[config.mk]
export PLATFORM = sky130hd
export DESIGN_NAME = amo_rmw_controller
export DESIGN_NICKNAME = d
export VERILOG_FILES = /design/src/rtl/amo_rmw_controller.sv
export SDC_FILE = /design/constraint.sdc
export NUM_CORES = 1
export LEC_CHECK = 0
export ABC_AREA = 1
export CORE_MARGIN = 2
export CORE_UTILIZATION = 35
export DETAILED_ROUTE_END_ITERATION = 10
export RECOVER_POWER = 50
export SKIP_CTS_REPAIR_TIMING = 1
export SLEW_MARGIN = 20
export SYNTH_ARGS = -nofsm -noshare
export SYNTH_HDL_FRONTEND = slang
export SYNTH_SLANG_ARGS = --single-unit
[constraint.sdc]
create_clock -name clk_i -period 3.6 [get_ports clk_i]
set_input_delay 0.9 -clock clk_i [delete_from_list [all_inputs] [get_ports clk_i]]
set_output_delay 0.9 -clock clk_i [all_outputs]
set_load 0.01 [all_outputs]
[src/rtl/amo_rmw_controller.sv]
// Atomic read-modify-write sequencer with per-core LR/SC reservations.
// Optional feature macro: AMO_MINMAX_EN enables AMOMIN/MAX/MINU/MAXU.
module amo_rmw_controller #(
    parameter int XLEN           = 32,
    parameter int CORE_NUMS      = 4,
    parameter int CORE_NUMS_BITS = (CORE_NUMS == 1) ? 1 : $clog2(CORE_NUMS)
) (
    input  logic                      clk_i,
    input  logic                      rst_i,
    input  logic [CORE_NUMS_BITS-1:0] A_id_i,
    input  logic                      A_strobe_i,
    input  logic [XLEN-1:0]           A_addr_i,
    input  logic                      A_rw_i,
    input  logic [XLEN-1:0]           A_data_i,
    input  logic                      A_is_amo_i,
    input  logic [4:0]                A_amo_type_i,
    output logic                      A_data_ready_o,
    output logic [XLEN-1:0]           A_data_o,
    output logic                      M_strobe_o,
    output logic [XLEN-1:0]           M_addr_o,
    output logic                      M_rw_o,
    output logic [XLEN-1:0]           M_data_o,
    input  logic                      M_data_ready_i,
    input  logic [XLEN-1:0]           M_data_i,
    input  logic                      S_wr_strobe_i,
    input  logic [XLEN-1:0]           S_wr_addr_i,
    output logic                      busy_o
);
    localparam logic [4:0] OP_ADD  = 5'b00000;
    localparam logic [4:0] OP_SWAP = 5'b00001;
    localparam logic [4:0] OP_LR   = 5'b00010;
    localparam logic [4:0] OP_SC   = 5'b00011;
    localparam logic [4:0] OP_XOR  = 5'b00100;
    localparam logic [4:0] OP_OR   = 5'b01000;
    localparam logic [4:0] OP_AND  = 5'b01100;
`ifdef AMO_MINMAX_EN
    localparam logic [4:0] OP_MIN  = 5'b10000;
    localparam logic [4:0] OP_MAX  = 5'b10100;
    localparam logic [4:0] OP_MINU = 5'b11000;
    localparam logic [4:0] OP_MAXU = 5'b11100;
`endif

    typedef enum logic [2:0] {IDLE, READ, COMPUTE, WRITE, DONE} state_t;
    state_t state, state_next;

    logic [CORE_NUMS_BITS-1:0] id_q;
    logic [XLEN-1:0]           rs2_q;
    logic [XLEN-1:0]           old_q;
    logic [4:0]                type_q;
    logic                      is_amo_q;
    logic                      res_valid [CORE_NUMS];
    logic [XLEN-3:0]           res_addr  [CORE_NUMS];

    logic is_sc_req, sc_pass, lr_done, lr_snooped, wr_issue;
    logic unused_snoop_bits;

    function automatic logic is_rmw_op(input logic [4:0] op);
        case (op)
            OP_SWAP, OP_ADD, OP_XOR, OP_AND, OP_OR: is_rmw_op = 1'b1;
`ifdef AMO_MINMAX_EN
            OP_MIN, OP_MAX, OP_MINU, OP_MAXU:       is_rmw_op = 1'b1;
`endif
            default:                                is_rmw_op = 1'b0;
        endcase
    endfunction

    function automatic logic [XLEN-1:0] amo_alu(input logic [4:0] op,
                                                input logic [XLEN-1:0] a,
                                                input logic [XLEN-1:0] b);
        case (op)
            OP_SWAP: amo_alu = b;
            OP_ADD:  amo_alu = a + b;
            OP_XOR:  amo_alu = a ^ b;
            OP_AND:  amo_alu = a & b;
            OP_OR:   amo_alu = a | b;
`ifdef AMO_MINMAX_EN
            OP_MIN:  amo_alu = ($signed(a) < $signed(b)) ? a : b;
            OP_MAX:  amo_alu = ($signed(a) > $signed(b)) ? a : b;
            OP_MINU: amo_alu = (a < b) ? a : b;
            OP_MAXU: amo_alu = (a > b) ? a : b;
`endif
            default: amo_alu = a;
        endcase
    endfunction

    assign is_sc_req  = A_is_amo_i && (A_amo_type_i == OP_SC);
    assign sc_pass    = res_valid[A_id_i] && (res_addr[A_id_i] == A_addr_i[XLEN-1:2]);
    assign lr_done    = (state == READ) && M_data_ready_i && is_amo_q && (type_q == OP_LR);
    assign lr_snooped = S_wr_strobe_i && (S_wr_addr_i[XLEN-1:2] == M_addr_o[XLEN-1:2]);
    assign wr_issue   = (state == WRITE) && M_strobe_o;
    assign busy_o         = (state != IDLE);
    assign A_data_ready_o = (state == DONE);
    assign unused_snoop_bits = ^S_wr_addr_i[1:0];

    // NOTE: every combinational output gets a default first so no path leaves it unassigned (no latch).
    always_comb begin
        state_next = state;
        case (state)
            IDLE: if (A_strobe_i) begin
                if (is_sc_req)                   state_next = sc_pass ? WRITE : DONE;
                else if (!A_is_amo_i && A_rw_i)  state_next = WRITE;
                else                             state_next = READ;
            end
            READ:    if (M_data_ready_i)
                         state_next = (is_amo_q && is_rmw_op(type_q)) ? COMPUTE : DONE;
            COMPUTE: state_next = WRITE;
            WRITE:   if (M_data_ready_i) state_next = DONE;
            DONE:    state_next = IDLE;
            default: state_next = IDLE;
        endcase
    end

    // NOTE: sequential state uses non-blocking assignments so all registers update from pre-edge values.
    always_ff @(posedge clk_i) begin
        if (rst_i) state <= IDLE;
        else       state <= state_next;
    end

    always_ff @(posedge clk_i) begin
        if (rst_i) begin
            id_q       <= '0;
            rs2_q      <= '0;
            old_q      <= '0;
            type_q     <= '0;
            is_amo_q   <= 1'b0;
            A_data_o   <= '0;
            M_strobe_o <= 1'b0;
            M_addr_o   <= '0;
            M_rw_o     <= 1'b0;
            M_data_o   <= '0;
        end else begin
            // One-cycle request pulse on every entry into a memory-access state.
            M_strobe_o <= (state_next != state) && ((state_next == READ) || (state_next == WRITE));
            case (state)
                IDLE: if (A_strobe_i) begin
                    id_q     <= A_id_i;
                    rs2_q    <= A_data_i;
                    type_q   <= A_amo_type_i;
                    is_amo_q <= A_is_amo_i;
                    M_addr_o <= A_addr_i;
                    M_data_o <= A_data_i;
                    M_rw_o   <= is_sc_req || (!A_is_amo_i && A_rw_i);
                    if (is_sc_req && !sc_pass) A_data_o <= {{(XLEN-1){1'b0}}, 1'b1};
                end
                READ: if (M_data_ready_i) begin
                    old_q <= M_data_i;
                    if (state_next == DONE) A_data_o <= M_data_i;
                end
                COMPUTE: begin
                    M_data_o <= amo_alu(type_q, old_q, rs2_q);
                    M_rw_o   <= 1'b1;
                end
                WRITE: if (M_data_ready_i)
                    A_data_o <= (is_amo_q && (type_q != OP_SC)) ? old_q : '0;
                default: ;
            endcase
        end
    end

    // NOTE: the reservation table is reset explicitly; a stale valid bit would let an SC pass falsely.
    always_ff @(posedge clk_i) begin
        if (rst_i) begin
            for (int i = 0; i < CORE_NUMS; i++) begin
                res_valid[i] <= 1'b0;
                res_addr[i]  <= '0;
            end
        end else begin
            for (int i = 0; i < CORE_NUMS; i++) begin
                if (lr_done && (id_q == CORE_NUMS_BITS'(i))) begin
                    // A snoop to the same word in the completion cycle wins over the new reservation.
                    res_valid[i] <= !lr_snooped;
                    res_addr[i]  <= M_addr_o[XLEN-1:2];
                end else if ((state == IDLE) && A_strobe_i && is_sc_req &&
                             (A_id_i == CORE_NUMS_BITS'(i))) begin
                    res_valid[i] <= 1'b0;
                end else if ((S_wr_strobe_i && (res_addr[i] == S_wr_addr_i[XLEN-1:2])) ||
                             (wr_issue && (res_addr[i] == M_addr_o[XLEN-1:2]))) begin
                    res_valid[i] <= 1'b0;
                end
            end
        end
    end
endmodule

# After elaboration in Yosys (flattened, before gate mapping)

Memories as Yosys holds them, arrays and structs flattened.
Cells that the tools add are included.
W data, S select, Z words.

Eq/ne operators: 36
Reductions and logical operators: 51
Muxes and demuxes: 89
Bitwise gates (word level): 19
Add/sub/neg operators: 1

Operators with widths:

| operator             | count |
|---|---|
| $eq A30 B30 Y1       | 10 |
| $mux W32             | 7 |
| $pmux W32 S5         | 1 |
| $mux W30             | 4 |
| $pmux W32 S3         | 1 |
| $mux W1              | 66 |
| $pmux W32 S2         | 1 |
| $add A32 B32 Y32     | 1 |
| $and A32 B32 Y32     | 1 |
| $or A32 B32 Y32      | 1 |
| $xor A32 B32 Y32     | 1 |
| $logic_and A1 B1 Y1  | 30 |
| $mux W3              | 6 |
| $or A1 B1 Y1         | 16 |
| $pmux W3 S4          | 1 |
| $eq A5 B2 Y1 const B | 2 |
| $eq A5 B4 Y1 const B | 2 |
| $eq A3 B2 Y1 const B | 3 |
| $eq A2 B2 Y1 const B | 4 |
| $ne A2 B2 Y1 const B | 4 |
| $eq A3 B1 Y1 const B | 2 |
| $eq A3 B3 Y1 const B | 2 |
| $logic_or A1 B1 Y1   | 6 |
| $reduce_and A2 Y1    | 3 |
| other kinds (16)     | 21 |

Logic and storage cells: 209
Memory bits (writable): 124
Output and inout bits: 100
Flip-flop bits (word level): 173
Input port bits: 142
Memories kept: 2

Memory list:

| memory    | depth | width | rd ports | clocked after Yosys merged registers in | wr ports | RTL line | text |
|---|---|---|---|---|---|---|---|
| res_addr  | 4     | 30    | 5        | 0                                       | 4        | 52       | `logic [XLEN-3:0] res_addr [CORE_NUMS];` |
| res_valid | 4     | 1     | 1        | 0                                       | 4        | 51       | `logic res_valid [CORE_NUMS];` |

# Longest topological paths before layout

Depth in word-level cells: 13
Depth in mapped cells: 22
Depth with buffers taken out: 18

# Worst setup path after synthesis

OpenSTA, ideal clock, no wires.

Kind: in2reg
Start: input port rst_i
End: memory res_valid[0], enable pin
Setup time: 273 ps
Buffers on the path: 2
Data arrival time: 2399 ps
Stages on the path: 6
Setup slack: 928 ps
Required time: 3327 ps
Path through: clkbuf_1 > inv_1 > clkbuf_1 > nand2_1 > a21oi_1 > o311ai_0

RTL lines:

| item               | RTL line | text |
|---|---|---|
| start: declaration | 9        | `input logic rst_i,` |
| end: declaration   | 51       |  |

# Worst setup path after layout

Start: input port A_strobe_i
End: register M_data_o[12]

Word-level cells in the longest chain between the ends: 2

Ends and longest elaborated chain:

| item                        | RTL line | text |
|---|---|---|
| start: declaration          | 11       | `input logic A_strobe_i,` |
| $ne A2 B2 Y1 (no line)      | -        |  |
| $reduce_and A2 Y1 (no line) | -        |  |
| end signal: assignment      | 141      | `M_data_o <= A_data_i;` |
| end signal: assignment      | 150      | `M_data_o <= amo_alu(type_q, old_q, rs2_q);` |
| end: declaration            | 22       | `output logic [XLEN-1:0] M_data_o,` |

Every way passes these cells.
A chain may end at the register's enable or synchronous reset.

==> results.json <==
{
  "status": "complete, no violations",
  "p_per_area_nw_per_um2": 427,
  "crit_chain": "clkdlybuf4s50_1, nand2_1, clkinv_1, clkbuf_2, nand2_1, nand2_1, o21ai_0, a21oi_1",
  "mostFrequentLayoutCells": "nand2_1 (843), inv_1 (324), nor2_1 (308), clkdlybuf4s50_1 (203), a21oi_1 (191)",
  "hp-start": "M_data_o[29]$_SDFFE_PP0P_",
  "start_util_pct": 35.3,
  "syn-num-nets": 3106,
  "hold_path.class": "reg2reg",
  "viasPerCell": 5.44,
  "htreeDepth": 2,
  "die_y_um": 242,
  "ys.flop_type": "dfxtp_1",
  "antenna_found_initial": 3,
  "fin_nets": 3322,
  "numCtsBuffers": 37,
  "crit_path_start_kind": "primary input",
  "startpoint": "A_strobe_i",
  "syn_inst": 2899,
  "dr_total_vias": 21200,
  "cp_slowest_cell": "nand2_1",
  "core_um2": 56300,
  "hold-worst-slack_ps": 460,
  "synth_top_area_cell": "edfxtp_1",
  "power_uw": 10400,
  "track_usage_pct": 30.8,
  "critical_path_arrival_ps": 3530,
  "r2r_start": "state[1]$_SDFF_PP0_",
  "die_width_um": 242,
  "drc_errors": 0,
  "drive_above_1_share_pct": 4.81,
  "grt_pass1_wl_mm": 135,
  "clkTransAtPathRegs_ps": 60,
  "place_congestion": 1.10,
  "ys_async_sr_fraction_pct": 0,
  "yosysWarnings": 0,
  "cts_buffer_depth": 3,
  "crit_top_cell": "nand2_1",
  "worst_pin_slew_ps": 1210,
  "hpwl_mm": 70.9,
  "max_stage_delay_ps": 710,
  "ys_seq_area_share_pct": 36.2,
  "synth_edf_count": 124,
  "synth_top_area_share_pct": 18.8,
  "finClkSkew_ps": 29.8,
  "comb_power_share_pct": 25.3,
  "cts.sinks": 297,
  "fin_crit_ps": 3100,
  "syn_to_final_growth_pct": 22.9,
  "cp.required_ps": 4020,
  "final_hold_viol_count": 0,
  "grt_max_degree": 99,
  "pin_count": 242,
  "ys_types": 51,
  "grt_pass1_vias": 20100,
  "antenna_left": 0,
  "critical_path_class": "in2reg",
  "grt_setup_unrepaired": "no",
  "cts_root_buf": "clkbuf_16",
  "clockPowerShare_pct": 35.7,
  "post-route-period-util_pct": 86.2,
  "cp_max_fo": 37,
  "intPower_uw": 6800,
  "synth-seq-cells": 297,
  "cts_tree": "yes",
  "p_leak_uw": 0.0103,
  "insertion_delay_ps": 590,
  "cp-end-kind": "flop",
  "max_freq_mhz": 322,
  "sw_frac_of_total_pct": 34.7,
  "synth.avg_cell_area_um2": 6.85,
  "worst_slack_ps": 495,
  "wire_per_inst_um": 23.8,
  "final_common_cell": "nand2_1",
  "fin_setup_tns_ps": 0,
  "grt_overflow_total": 0,
  "p_sw_uw": 3620,
  "relSlewSlack_pct": 19.1,
  "dr.pass1.iters": 5,
  "setup_violations": 0,
  "cap_violations": 0,
  "drtIter0Drc": 2026,
  "synth.area.top_cells": "edfxtp_1 (19%), dfxtp_1 (17%), nand2_1 (16%)",
  "dp_slack_ps": -20.8,
  "die_area_um2": 58600,
  "wl_mm": 92.7,
  "row_count": 87,
  "synth_area_um2": 19900,
  "place.port_buffers": 239,
  "slew_violations": 0,
  "seqPwrFrac_pct": 39.1,
  "vdd_drop_max_mv": 0.318
}
[per-layer routing]
metal	vias up	wire length [um]	track usage [%]
li1	9966	-	-
met1	10100	37700	38.6
met2	961	44300	52.9
met3	176	6650	4.90
met4	4	4110	12.3
met5	-	31	0
[stage by stage]
stage	util, %	cells	cell area, um^2
2_1_floorplan	-	2899	19900
3_3_place_gp	41.4	3832	23300
3_5_place_dp	41.4	3832	23300
4_1_cts	43.4	3897	24400
5_1_grt	43.4	3897	24400
6_report	43.4	3898	24400
[state kept, by name, indices dropped and copies added, names as in the netlist]
name        cells
type_q          5
id_q            2
A_data_o       32
is_amo_q        1
M_rw_o          1
M_addr_o       32
rs2_q          32
res_addr      120
state           3
res_valid       4
M_data_o       32
old_q          32
M_strobe_o      1
[kinds of logic (layout without fill, tap and decap cells)]
group,after synthesis,after routing,synth area share (%)
and+or+nand+nor,1361,1361,27.9
AOI/OAI and AO/OA,563,563,16.5
buffers and inverters,480,722,9.44
DFF,297,297,36.2
xor gates and xnor gates,133,133,5.87
adders and majority gates,65,65,4.13
other,0,1,0
[synthesized netlist by cell type, drive strengths merged, types with 2 or more instances]
| library cell | number |
|---|---|
| nor4b | 3 |
| nor3 | 19 |
| ha | 64 |
| nand4 | 28 |
| clkinv | 5 |
| o22ai | 66 |
| nor4 | 30 |
| xor2 | 87 |
| o211ai | 5 |
| edfxtp | 124 |
| a2111oi | 3 |
| clkbuf | 116 |
| buf | 32 |
| and2 | 4 |
| a21oi | 191 |
| a221oi | 28 |
| o21ai | 186 |
| a31oi | 9 |
| dfxtp | 173 |
| nand2 | 846 |
| inv | 327 |
| or2 | 7 |
| o221ai | 7 |
| nor2 | 309 |
| o2111ai | 24 |
| a211oi | 4 |
| nand3 | 94 |
| xnor2 | 46 |
| nor3b | 3 |
| o311ai | 2 |
| o31ai | 32 |
| nand3b | 16 |
[cell type report]
cell class,count,area [um^2]
fill,6045,31900
multi-input combinational,2122,10800
sequential,297,7190
timing repair buffer,325,3060
inverter,332,1250
clock buffer,53,1040
tap,756,946
clock inverter,12,126
antenna,1,2.50
[power by group through the flow]
stage                     clock network (uW)  logic (uW)  registers, uW
final                                   3720        2630           4070
after global routing                    3900        2840           4090
after CTS                               3760        2620           4060
after detailed placement                   0        2610           4130
after global placement                     0        2600           4130
after floorplan                            0        1420           4020
[worst paths after layout]
path / endpoint / slack [ps] / cells after the start
worst min register to register: M_data_o[29]$_SDFFE_PP0P_ / 460 / 2
worst min-delay path: M_data_o[29]$_SDFFE_PP0P_ / 460 / 2
worst max register to register: M_data_o[12]$_SDFFE_PP0P_ / 550 / 8
worst max-delay path: M_data_o[12]$_SDFFE_PP0P_ / 500 / 8
[worst max-delay path, delay by kind of cell]
family | cells | cell delay, ps
compound gates | 2 | 220
buf+inv | 3 | 1260
simple gates | 3 | 1080
(Power assumes the default switching activity.)
